### src/rtl/fpu_pkg.sv
// Shared FPU definitions: rounding-mode encodings, fflags bit positions,
// the unrounded operand layout and the single-precision rounding function.
package fpu_pkg;

    localparam logic [2:0] RM_RNE = 3'b000;
    localparam logic [2:0] RM_RTZ = 3'b001;
    localparam logic [2:0] RM_RDN = 3'b010;
    localparam logic [2:0] RM_RUP = 3'b011;
    localparam logic [2:0] RM_RMM = 3'b100;
    localparam logic [2:0] RM_DYN = 3'b111;

    localparam int FLAG_NX = 0;
    localparam int FLAG_UF = 1;
    localparam int FLAG_OF = 2;
    localparam int FLAG_DZ = 3;
    localparam int FLAG_NV = 4;

    typedef struct packed {
        logic        sign;
        logic [30:0] expmant;
        logic        g;
        logic        r;
        logic        s;
    } unrounded_t;

    typedef struct packed {
        logic [31:0] data;
        logic [4:0]  flags;
    } rounded_t;

    // Infinity/NaN inputs (exponent all ones) pass through untouched and raise no NX.
    function automatic rounded_t round_value(input unrounded_t in, input logic [2:0] rm,
                                             input logic [2:0] frm);
        logic [2:0]  eff;
        logic        legal;
        logic        inexact;
        logic        exp_max;
        logic        round_up;
        logic [30:0] sum;
        rounded_t    res;
        eff     = (rm == RM_DYN) ? frm : rm;
        legal   = (eff <= RM_RMM);
        inexact = in.g | in.r | in.s;
        exp_max = &in.expmant[30:23];
        case (eff)
            RM_RNE:  round_up = in.g & (in.r | in.s | in.expmant[0]);
            RM_RTZ:  round_up = 1'b0;
            RM_RDN:  round_up = inexact & in.sign;
            RM_RUP:  round_up = inexact & ~in.sign;
            RM_RMM:  round_up = in.g;
            default: round_up = 1'b0;
        endcase
        sum            = in.expmant + {30'b0, round_up & ~exp_max};
        res.data       = {in.sign, sum};
        res.flags      = '0;
        res.flags[FLAG_NV] = ~legal;
        res.flags[FLAG_OF] = (&sum[30:23]) & ~exp_max;
        res.flags[FLAG_NX] = (inexact & legal & ~exp_max) | res.flags[FLAG_OF];
        return res;
    endfunction

endpackage

### src/rtl/rr_arbiter.sv
// N-way round-robin arbiter: one-hot grant searched from the pointer upward,
// pointer moves just past the winner whenever a grant is issued.
module rr_arbiter #(
    parameter int N = 4,
    localparam int PTR_W = (N > 1) ? $clog2(N) : 1
) (
    input  logic             clock,
    input  logic             reset,
    input  logic [N-1:0]     req,
    input  logic             enable,
    output logic [N-1:0]     grant,
    output logic [PTR_W-1:0] grant_idx
);

    logic [PTR_W-1:0] ptr;

    always_comb begin
        logic             found;
        logic [PTR_W-1:0] idx;
        grant     = '0;
        grant_idx = '0;
        found     = 1'b0;
        idx       = '0;
        for (int k = 0; k < N; k++) begin
            idx = PTR_W'((int'(ptr) + k) % N);
            if (enable && !found && req[idx]) begin
                grant[idx] = 1'b1;
                grant_idx  = idx;
                found      = 1'b1;
            end
        end
    end

    always_ff @(posedge clock or posedge reset) begin
        if (reset) begin
            ptr <= '0;
        end else if (|grant) begin
            ptr <= (int'(grant_idx) == N - 1) ? '0 : grant_idx + 1'b1;
        end
    end

endmodule

### src/rtl/fpu_round_sched.sv
// Shared rounding stage for several FPU units: round-robin pick, combinational
// rounding, small result FIFO toward writeback, sticky fflags gathered at pop.
module fpu_round_sched
    import fpu_pkg::*;
#(
    parameter int N_REQ      = 4,
    parameter int TAG_W      = 6,
    parameter int FIFO_DEPTH = 2,
    localparam int SRC_W     = (N_REQ > 1) ? $clog2(N_REQ) : 1
) (
    input  logic                   clock,
    input  logic                   reset,
    input  logic [N_REQ-1:0]       req_valid,
    input  logic [N_REQ*35-1:0]    req_data,
    input  logic [N_REQ*3-1:0]     req_rm,
    input  logic [N_REQ*TAG_W-1:0] req_tag,
    output logic [N_REQ-1:0]       req_ready,
    input  logic [2:0]             frm,
    input  logic                   flags_clr,
    output logic                   out_valid,
    input  logic                   out_ready,
    output logic [31:0]            out_data,
    output logic [TAG_W-1:0]       out_tag,
    output logic [SRC_W-1:0]       out_src,
    output logic [4:0]             out_flags,
    output logic [4:0]             fflags
);

    localparam int AW = (FIFO_DEPTH > 1) ? $clog2(FIFO_DEPTH) : 1;
    localparam int CW = AW + 1;

    typedef struct packed {
        logic [31:0]      data;
        logic [TAG_W-1:0] tag;
        logic [SRC_W-1:0] src;
        logic [4:0]       flags;
    } entry_t;

    entry_t           mem [FIFO_DEPTH];
    logic [AW-1:0]    wr_ptr;
    logic [AW-1:0]    rd_ptr;
    logic [CW-1:0]    count;
    logic             full;
    logic             pop;
    logic             push;
    logic             accept;
    logic [SRC_W-1:0] sel;
    unrounded_t       picked;
    rounded_t         rounded;
    entry_t           new_entry;
    entry_t           head;

    assign full   = (count == CW'(FIFO_DEPTH));
    assign pop    = out_valid & out_ready;
    assign accept = ~reset & (~full | pop);
    assign push   = |req_ready;

    rr_arbiter #(.N(N_REQ)) u_arb (
        .clock     (clock),
        .reset     (reset),
        .req       (req_valid),
        .enable    (accept),
        .grant     (req_ready),
        .grant_idx (sel)
    );

    assign picked          = unrounded_t'(req_data[int'(sel)*35 +: 35]);
    assign rounded         = round_value(picked, req_rm[int'(sel)*3 +: 3], frm);
    assign new_entry.data  = rounded.data;
    assign new_entry.flags = rounded.flags;
    assign new_entry.tag   = req_tag[int'(sel)*TAG_W +: TAG_W];
    assign new_entry.src   = sel;

    // Outputs come straight from storage, so out_ready never reaches out_data.
    assign head      = mem[rd_ptr];
    assign out_valid = (count != '0);
    assign out_data  = head.data;
    assign out_tag   = head.tag;
    assign out_src   = head.src;
    assign out_flags = head.flags;

    always_ff @(posedge clock or posedge reset) begin
        if (reset) begin
            for (int i = 0; i < FIFO_DEPTH; i++) begin
                mem[i] <= '0;
            end
            wr_ptr <= '0;
            rd_ptr <= '0;
            count  <= '0;
            fflags <= '0;
        end else begin
            if (push) begin
                mem[wr_ptr] <= new_entry;
                wr_ptr      <= wr_ptr + 1'b1;
            end
            if (pop) begin
                rd_ptr <= rd_ptr + 1'b1;
            end
            case ({push, pop})
                2'b10:   count <= count + 1'b1;
                2'b01:   count <= count - 1'b1;
                default: count <= count;
            endcase
            // A clear in the same cycle as a pop keeps the popped entry's flags.
            if (pop) begin
                fflags <= (flags_clr ? 5'b0 : fflags) | head.flags;
            end else if (flags_clr) begin
                fflags <= '0;
            end
        end
    end

endmodule

### config.mk
export PLATFORM = sky130hd
export DESIGN_NAME = fpu_round_sched
export DESIGN_NICKNAME = d
export VERILOG_FILES = /design/src/rtl/fpu_pkg.sv /design/src/rtl/rr_arbiter.sv /design/src/rtl/fpu_round_sched.sv
export SDC_FILE = /design/constraint.sdc
export NUM_CORES = 1
export LEC_CHECK = 0
export BUFFER_PORTS_ARGS = -buffer_cell sky130_fd_sc_hd__buf_2
export CAP_MARGIN = 40
export CORE_MARGIN = 2
export CORE_UTILIZATION = 51
export CTS_CLUSTER_SIZE = 12
export DETAILED_ROUTE_END_ITERATION = 8
export HOLD_SLACK_MARGIN = 0.15
export PLACE_DENSITY = 0.93
export SETUP_SLACK_MARGIN = 0.1
export SYNTH_ARGS = -nofsm -noshare
export SYNTH_HDL_FRONTEND = slang
export SYNTH_SLANG_ARGS = --single-unit
### constraint.sdc
create_clock -name clock -period 7.1 [get_ports clock]
set_clock_uncertainty 0.15 [all_clocks]
set_input_delay 2.13 -clock clock [delete_from_list [all_inputs] [get_ports clock]]
set_output_delay 2.13 -clock clock [all_outputs]
set_load 0.01 [all_outputs]
==> run_results.csv <==
group,metric,value,unit
route,drtIter0Drc,501,
synthesis,yosys_warnings,0,
synthesis,yosysSeqAreaShare,35.2,%
global_routing,grt-ovfl-total,0,
status,status,"finished clean",
cts,htreeDepth,3,
timing,setup_tns,0,ns
synthesis,avgSynthCellArea,9.01,sq um
die,die_x,120,um
route,ant_nets,0,
worst_setup_path,crit_fanout,30,
synthesis,syn_area,0.00690,sq mm
timing,slew_violations,0,
timing,finalSetupViolations,0,
pwr,clkPwrFrac,10.8,%
synthesis,yosysTopAreaCellShare,35.2,%
worst_setup_path,setup.worst_path.end_class,"flip-flop",
die,die_area,0.0145,sq mm
route,drc,0,
worst_setup_path,crit_cells,19,
cts,clk_pin_slew,0.06,ns
worst_setup_path,worst-setup-path-type,"in2reg",
worst_setup_path,crit_required,7.18,ns
synthesis,synthAdderAreaFrac,1.63,%
synthesis,synth_xor_area_share,4.57,%
pwr,power_frac_seq,23.6,%
synthesis,synth_area_leader_cell,"dfrtp_1",
finish,fillers,1096,
die,fp.coreArea,0.0132,sq mm
worst_setup_path,cp.arrival,6.79,ns
cts,numCtsBuffers,9,
worst_setup_path,critical_path.top_delay_family,"simple AND/OR/NAND/NOR gates",
synthesis,ys_top_cells_by_area,"dfrtp_1, mux2_2, nand2_1",
timing,hold_slack,0.327,ns
worst_setup_path,worst-path-buf-inv,2,
timing,fmax,149,MHz
worst_setup_path,start_kind,"input port",
worst_setup_path,max_stage_delay,0.46,ns
cts,ctsRootBufferMaster,"clkbuf_16",
synthesis,synth-edff-count,0,
synthesis,synth_cell_types,61,
pwr,power.density,494,mW/mm^2
route,routedWlPerCell,18.0,um
route,vias,6736,
global_routing,grt_max_degree,63,
route,dr.pass1.iters,5,
timing,min_period,6.71,ns
placed_design,port_buffers,239,
worst_hold_path,worstHoldPathType,"reg2reg",
timing,slew_headroom,50.8,%
synthesis,synth_common_cells,"nand2_1, dfrtp_1, mux2_2",
cts,clock_latency,0.34,ns
die,initial_core_util,52.1,%
pwr,ir_drop,0.000248,V
die,io_pins,242,
die,rows,42,
timing,worst_pin_slew,0.738,ns
timing,rsz0062_at_grt,"false",
global_routing,grt_pass1_wl,32900,um
synthesis,synth_seq_cells,97,
placed_design,gp_congestion,0.918,
worst_setup_path,path_cells,"buf_2 -> mux4_2 -> or3_4 -> or2_1 -> and3_2 -> buf_4 -> nand3_1 -> nand2_1 -> xor2_1 -> or4_1 -> a21oi_2 -> ha_1 -> ha_1 -> nand2_1 -> nor4_4 -> nand3_1 -> nor3_1 -> xor2_1 -> mux2_2",
route,viasPerCell,5.75,
pwr,switching_power,1.97,mW
job,cap_violations,0,
timing,hold_viol_final,0,
finish,drive_above_1_share,39.4,%
synthesis,muxShareOfSynthArea,22.4,%
die,die_height,120,um
cts,cts.sinks,97,
synthesis,synth_ff_type,"dfrtp_1",
worst_setup_path,rr_worst_depth,20,
pwr,p_comb_share,65.6,%
synthesis,synth_cells,765,
global_routing,antenna_found_initial,1,
cts,clockBufferDepth,2,
pwr,p_int,2.27,mW
cts,cts_tree,"yes",
synthesis,synth_compound_area_share,9.94,%
cts,ctsHoldBuffers,0,
synthesis,synth-simple-area-share,22.1,%
synthesis,post-synth-top-count-cell,"nand2_1",
global_routing,grt.total_usage,29.0,%
worst_hold_path,hold_depth,2,
timing,fin_crit_sh,94.5,%
finish,nNetsFinal,1186,
route,routed_wl,21100,um
placed_design,dp_hpwl,16300,um
global_routing,grt_pass1_vias,6375,
synthesis,synthArstFlopShare,100,%
pwr,switching_share,46.5,%
finish,area_delta_synth_final,24.8,%
worst_setup_path,slowest_stage,"mux4_2",
synthesis,synth_top_family_by_area,"multiplexers",
pwr,power.leakage,4.15,nW
-- cell usage in the layout, fill, tap and decap left out, drive strengths merged, types with 9 or more instances in the layout --
cell type / count
dfrtp: 97
nor2: 24
xnor2: 20
nand2: 145
o21ai: 77
xor2: 16
mux2i: 51
and3: 12
buf: 265
mux2: 86
clkbuf: 12
nor3: 16
nand3: 60
nand4: 13
ha: 9
-- state kept, by name, summed over array words and instances (netlist names) --
| name | flops |
|---|---|
| rd_ptr | 1 |
| wr_ptr | 1 |
| fflags | 5 |
| mem | 86 |
| count | 2 |
| u_arb.ptr | 2 |
-- path summary, 6_finish.rpt --
check | from | to | slack [ns]
min reg2reg | mem[21]$_DFFE_PP0P_ | mem[21]$_DFFE_PP0P_ | 0.33
min in group asynchronous | reset | u_arb.ptr[1]$_DFFE_PP0N_ | 1.70
max in group asynchronous | reset | mem[57]$_DFFE_PP0P_ | 3.99
max | req_valid[1] | mem[33]$_DFFE_PP0P_ | 0.39
max reg2reg | u_arb.ptr[0]$_DFFE_PP0N_ | mem[33]$_DFFE_PP0P_ | 0.78
min | mem[21]$_DFFE_PP0P_ | mem[21]$_DFFE_PP0P_ | 0.33
-- area by class of cell --
cell class	instances	area [sq um]	area share, %
Timing Repair Buffer	265	1420	16.5
Multi-Input combinational cell	611	4220	49.0
Inverter	6	25.0	0.291
Clock inverter	4	27.5	0.320
Clock buffer	12	256	2.98
Sequential cell	97	2430	28.2
Tap cell	176	220	2.56
Antenna cell	1	2.50	0.0291
-- logic make-up (layout without fill, tap and decap cells) --
family,after synthesis,after routing
AOI/OAI and AO/OA,116,116
adders and majority gates,9,9
buffers and inverters,58,287
muxes,140,140
other,1,3
xor gates and xnor gates,36,36
DFF,97,97
and+or+nand+nor,308,308
-- worst min-delay path: stages (launching register included) --
cell     delay [ns]
dfrtp_1        0.34
nand2_1        0.05
o21ai_0        0.06
-- what timing repair did --
item | 4_1_cts | 5_1_grt
gates resized for setup | 0 | 3
setup endpoints to repair | 0 | 17
setup buffers | 0 | 1
-- layer usage --
layer	wire length [um]	global-route usage [%]	share of wire, %
met1	8820	37.2	42
met2	10400	50.1	49
met3	1520	4.95	7.2
met4	410	8.65	1.9
met5	0	0	0
-- metrics by stage --
| step | std cells | power, mW | utilization [%] | area (sq um) | setup slack [ns] |
|---|---|---|---|---|---|
| 2_1_floorplan | 766 | 2.93 | - | 6900 | 0.137 |
| 3_3_place_gp | 1152 | 3.59 | 62.3 | 8250 | 0.0406 |
| 3_5_place_dp | 1154 | 3.73 | 62.7 | 8300 | -0.0513 |
| 4_1_cts | 1170 | 4.22 | 64.8 | 8580 | 0.301 |
| 5_1_grt | 1172 | 4.55 | 65.0 | 8600 | 0.124 |
| 6_report | 1172 | 4.25 | 65.0 | 8600 | 0.392 |
-- power by group through the flow --
stage | sequential [mW] | combinational, mW | clock [mW]
CTS | 0.998 | 2.75 | 0.464
global route | 1.03 | 3.03 | 0.487
detailed placement | 1.00 | 2.73 | 0
finish | 1.00 | 2.79 | 0.459
global placement | 1.01 | 2.58 | 0
floorplan | 0.934 | 1.99 | 0
Power figures use the tool's default switching activity.
